## src/rtl/alu_arbiter.sv

```systemverilog
`default_nettype none
// ============================================================================
// Module      : alu_arbiter
// Description : Two-requester arbiter in front of a shared combinational ALU.
//               The winner's operands and opcode are registered onto alu_a,
//               alu_b and alu_op. The ALU result is captured one cycle later.
//               A done pulse is returned to the owner one cycle after that.
//               Configuration macro ALU_ARB_RR_EN:
//                 defined   -> round-robin between simultaneous requests
//                 undefined -> fixed priority, requester 0 wins
// Revision    : 1.0 - initial release
// ============================================================================
module alu_arbiter #(
  parameter int WIDTH = 32
) (
  input  logic             clk,
  input  logic             reset,
  input  logic             req0,
  input  logic             req1,
  input  logic [WIDTH-1:0] a0,
  input  logic [WIDTH-1:0] b0,
  input  logic [WIDTH-1:0] a1,
  input  logic [WIDTH-1:0] b1,
  input  logic [2:0]       op0,
  input  logic [2:0]       op1,
  output logic             gnt0,
  output logic             gnt1,
  output logic             done0,
  output logic             done1,
  output logic [WIDTH-1:0] result,
  output logic [WIDTH-1:0] alu_a,
  output logic [WIDTH-1:0] alu_b,
  output logic [2:0]       alu_op,
  input  logic [WIDTH-1:0] alu_c,
  output logic             busy
);

  typedef enum logic [1:0] {
    ST_IDLE = 2'd0,
    ST_EXEC = 2'd1,
    ST_DONE = 2'd2
  } state_t;

  state_t           state_q, state_d;
  logic             owner_q, owner_d;
  logic [WIDTH-1:0] alu_a_q, alu_a_d;
  logic [WIDTH-1:0] alu_b_q, alu_b_d;
  logic [2:0]       alu_op_q, alu_op_d;
  logic [WIDTH-1:0] result_q, result_d;

  // Arbitration only happens outside EXEC, and never while reset is asserted
  // so that a grant cannot be issued for a transaction that would be wiped.
  logic arb_en;
  logic grant_any;
  logic winner;

  assign arb_en    = (state_q != ST_EXEC) && !reset;
  assign grant_any = arb_en && (req0 || req1);

`ifdef ALU_ARB_RR_EN
  // Pointer names the requester that wins when both ask in the same cycle.
  logic ptr_q, ptr_d;

  // Winner selection: pointer holder wins a tie, otherwise the lone requester.
  always_comb begin
    winner = 1'b0;
    if (req0 && req1) begin
      winner = ptr_q;
    end else if (req1) begin
      winner = 1'b1;
    end
  end

  // Pointer moves to the requester that did not receive the grant.
  always_comb begin
    ptr_d = ptr_q;
    if (grant_any) begin
      ptr_d = ~winner;
    end
  end

  // Pointer register, restarts at requester 0.
  always_ff @(posedge clk) begin
    if (reset) begin
      ptr_q <= 1'b0;
    end else begin
      ptr_q <= ptr_d;
    end
  end
`else
  // Fixed priority: requester 1 only wins when requester 0 is not asking.
  assign winner = req1 & ~req0;
`endif

  assign gnt0 = grant_any && !winner;
  assign gnt1 = grant_any &&  winner;

  // Next-state and datapath load control.
  always_comb begin
    state_d  = state_q;
    owner_d  = owner_q;
    alu_a_d  = alu_a_q;
    alu_b_d  = alu_b_q;
    alu_op_d = alu_op_q;
    result_d = result_q;
    case (state_q)
      ST_IDLE, ST_DONE: begin
        if (grant_any) begin
          state_d  = ST_EXEC;
          owner_d  = winner;
          alu_a_d  = winner ? a1  : a0;
          alu_b_d  = winner ? b1  : b0;
          alu_op_d = winner ? op1 : op0;
        end else begin
          state_d = ST_IDLE;
        end
      end
      ST_EXEC: begin
        // Operands have been stable on the ALU for this whole cycle.
        result_d = alu_c;
        state_d  = ST_DONE;
      end
      default: begin
        state_d = ST_IDLE;
      end
    endcase
  end

  // State and datapath registers; reset aborts any operation in flight.
  always_ff @(posedge clk) begin
    if (reset) begin
      state_q  <= ST_IDLE;
      owner_q  <= 1'b0;
      alu_a_q  <= '0;
      alu_b_q  <= '0;
      alu_op_q <= 3'b000;
      result_q <= '0;
    end else begin
      state_q  <= state_d;
      owner_q  <= owner_d;
      alu_a_q  <= alu_a_d;
      alu_b_q  <= alu_b_d;
      alu_op_q <= alu_op_d;
      result_q <= result_d;
    end
  end

  assign done0  = (state_q == ST_DONE) && !owner_q;
  assign done1  = (state_q == ST_DONE) &&  owner_q;
  assign busy   = (state_q == ST_EXEC);
  assign result = result_q;
  assign alu_a  = alu_a_q;
  assign alu_b  = alu_b_q;
  assign alu_op = alu_op_q;

endmodule
`default_nettype wire

```

## config.mk

```make
export PLATFORM = sky130hd
export DESIGN_NAME = alu_arbiter
export DESIGN_NICKNAME = d
export VERILOG_FILES = /design/src/rtl/alu_arbiter.sv
export SDC_FILE = /design/constraint.sdc
export NUM_CORES = 1
export LEC_CHECK = 0
export ABC_CLOCK_PERIOD_IN_PS = 5200
export CAP_MARGIN = 20
export CORE_ASPECT_RATIO = 2
export CORE_UTILIZATION = 41
export CTS_BUF_LIST = sky130_fd_sc_hd__clkbuf_2
export DETAILED_ROUTE_END_ITERATION = 10
export MAX_ROUTING_LAYER = met4
export PLACE_DENSITY = 0.95
export SYNTH_ARGS = -nofsm -noshare
export SYNTH_HDL_FRONTEND = slang
export SYNTH_SLANG_ARGS = --single-unit
export TNS_END_PERCENT = 20
```

## constraint.sdc

```tcl
create_clock -name clk -period 5.2 [get_ports clk]
set_input_delay 1.56 -clock clk [delete_from_list [all_inputs] [get_ports clk]]
set_output_delay 1.56 -clock clk [all_outputs]
set_load 0.005 [all_outputs]
```

==> impl_metrics.csv <==
group,metric,value,unit
timing,worst_slack,637,ps
critical_path,cp-start-kind,"input port",
grt,grt.total_usage,0.235,
critical_path,rrSetupSlack,3670,ps
grt,gr-usage-met2,0.433,
critical_path,path_buf_inv,2,
synthesis,synth-edff-count,0,
power_and_ir_drop,total_power,0.00175,W
power_and_ir_drop,peakVddDrop,0.000234,V
final_layout,final_util,0.698,
status,status,"complete, no violations",
grt,grtUsageMet3,0.0652,
routing,drt-initial-drc-count,95,
floorplan,core,10500,um2
routing,wl_per_cell,15.6,um
timing,fin_crit_sh,0.878,
critical_path,crit_family,"buffers and inverters",
timing,hold_violations,0,
placement,place_area,7240,um2
critical_path,worst_ep_arrival_time,3000,ps
critical_path,worstPathMaxFanout,3,
synthesis,ys_seq_area_frac,0.456,
clocking,insertion_delay,560,ps
power_and_ir_drop,power-per-cell-area,238,nW/um2
critical_path,critical_path_required,3640,ps
synthesis,syn_nets,615,
floorplan,io_pins,274,
synthesis,ys.flop_type,"dfxtp_1",
final_layout,area_growth,64.3,%
critical_path,critPathMaxStageDelay,540,ps
clocking,cts_buffers,9,
critical_path,crit_type,"in2out",
timing,achievable-frequency,219,MHz
synthesis,synth.largest_area_cell,"dfxtp_1",
synthesis,ys_async_sr_fraction,0,
synthesis,yosysMostFrequentCell,"mux2i_1",
critical_path,regToRegStartpoint,"state_q[0]$_SDFF_PP0_",
critical_path,r2r_cells,3,
grt,grt_max_degree,68,
floorplan,die_area,11400,um2
clocking,cts_sinks,102,
grt,antenna_found_initial,1,
grt,grt_pass1_wl,20.5,mm
routing,firstDrtPassIters,5,
clocking,post_cts_buffers,0,
placement,io_buffers,273,
critical_path,crit_chain,"clkdlybuf4s50_1 -> nor2b_4 -> nor3b_1 -> clkdlybuf4s50_1",
timing,rsz0062_at_grt,"false",
worst_hold_path,hp-class,"reg2reg",
floorplan,fp.dieW,75.9,um
timing,worst_pin_slew,1110,ps
clocking,clkTransAtPathRegs,280,ps
flow_run,cap_viol_max_count,0,
timing,clock_skew,22.9,ps
placement,gp_congestion,0.785,
grt,gr-total-overflow,0,
timing,finalSetupViolations,0,
critical_path,r2r_end,"alu_a[31]$_SDFFE_PP0P_",
routing,drc,0,
floorplan,die_h,150,um
synthesis,synthCells,445,
clocking,cts_tree,"done",
synthesis,yosys.area.top_type_share,0.456,
placement,dp_hpwl,10.4,mm
power_and_ir_drop,leakage,2.77,nW
synthesis,synth_area,4480,um2
routing,antenna_left,0,
routing,routed_wl,13.2,mm
floorplan,start_util,0.425,
placement,dp_slack,633,ps
clocking,clk_path_buf_depth,2,
critical_path,end_kind,"primary output",
timing,fin_setup_tns,0,ps
critical_path,crit_path_start,"req1",
timing,min_period,4560,ps
synthesis,ys_top_cells_by_count,"134 x mux2i_1, 102 x dfxtp_1, 68 x nand2b_1",
grt,top_usage_layer,"met2",
final_layout,fin_area,7360,um2
worst_hold_path,min-delay-start,"result[29]$_SDFFE_PP0N_",
synthesis,post_synth.cell_area_avg,10.1,um2
worst_hold_path,hold_depth,2,
synthesis,ys_seq_elements,102,
synthesis,synth_area_leaders,"dfxtp_1 46%, mux2i_1 30%, nand2b_1 9.5%",
clocking,cts_resized,0,
clocking,h-tree-depth,3,
critical_path,crit_top_cell,"clkdlybuf4s50_1",
final_layout,drive_above_1_share,0.0354,
worst_hold_path,min_to,"result[29]$_SDFFE_PP0N_",
synthesis,synth.distinct_cells,18,
routing,vias,4159,
clocking,ctsHoldBuffers,0,
critical_path,crit_path_top_delay_cell,"clkdlybuf4s50_1",
routing,avgViaCountPerCell,4.92,
final_layout,finalNetCount,872,
grt,grt_pass1_vias,4321,
clocking,root_buffer,"clkbuf_2",
timing,drv_slew,0,
grt,grtUsageMet1,0.225,
synthesis,ys.warnings.count,0,
floorplan,rows,53,
timing,slew_headroom,0.260,
-- layout make-up --
type,instances,area (um2)
Multi-Input combinational cell,308,2250
Timing Repair Buffer,279,2770
Tap cell,137,171
Clock inverter,7,72.6
Antenna cell,1,2.50
Inverter,2,7.51
Clock buffer,9,45.0
Fill cell,791,3180
Sequential cell,102,2040
-- stage by stage --
step	hold WS, ps	std cells
detailed placement	450	828
finish	477	845
CTS	478	844
global placement	442	828
global route	495	845
floorplan	453	445
-- how the worst max path moves through the flow --
stage                     slack (ps)  cells past startpoint   end
after global placement           690                      4  gnt1
after global routing             520                      4  gnt1
after floorplan                 1300                      5  gnt1
after CTS                        620                      4  gnt1
after detailed placement         630                      4  gnt1
final                            640                      4  gnt1
-- routing by layer --
metal,vias to the layer above,part of all wire
met5,-,0
met4,0,0.035
met3,37,0.062
met2,197,0.54
met1,1915,0.36
li1,2010,-
-- logic make-up after synthesis --
| group | count (synthesis) | synth area share |
|---|---|---|
| AND/OR/NAND/NOR | 140 | 0.160 |
| multiplexers | 134 | 0.300 |
| flip-flops | 102 | 0.456 |
| buffers and inverters | 35 | 0.0455 |
| AO/OA/AOI/OAI | 34 | 0.0386 |
-- worst reg2reg max path, stage by stage (launching register included) --
cell	delay [ps]
dfxtp_1	410
nor3_4	200
buf_4	570
mux2i_1	280
-- flip-flops by register name, summed over array words and instances, names as in the netlist --
signal / cells
result: 32
owner_q: 1
alu_a: 32
state_q: 2
alu_op: 3
alu_b: 32
-- placed cells by master (no fill, tap or decap) --
cell / netlist / final
nand2_1: 64 / 64
nand2b_1: 68 / 68
buf_4: 5 / 6
clkinvlp_4: 0 / 1
mux2i_1: 134 / 134
clkdlybuf4s50_1: 0 / 272
nor3b_1: 3 / 3
inv_6: 0 / 2
nor2b_4: 0 / 1
a211oi_1: 1 / 1
inv_1: 1 / 1
and3_1: 1 / 1
diode_2: 0 / 1
dfxtp_1: 102 / 102
clkinv_1: 0 / 1
clkinv_4: 0 / 1
clkbuf_2: 0 / 9
inv_2: 1 / 1
nor3_4: 0 / 1
buf_2: 13 / 1
clkinv_2: 0 / 1
nor2_1: 2 / 2
a21oi_1: 33 / 33
bufinv_16: 0 / 1
-- report_power, final --
group	internal [W]	switching, W
Combinational	0.000311	0.000165
Sequential	0.000856	0.0000380
Clock	0.000113	0.000265
(Power assumes the default switching activity.)
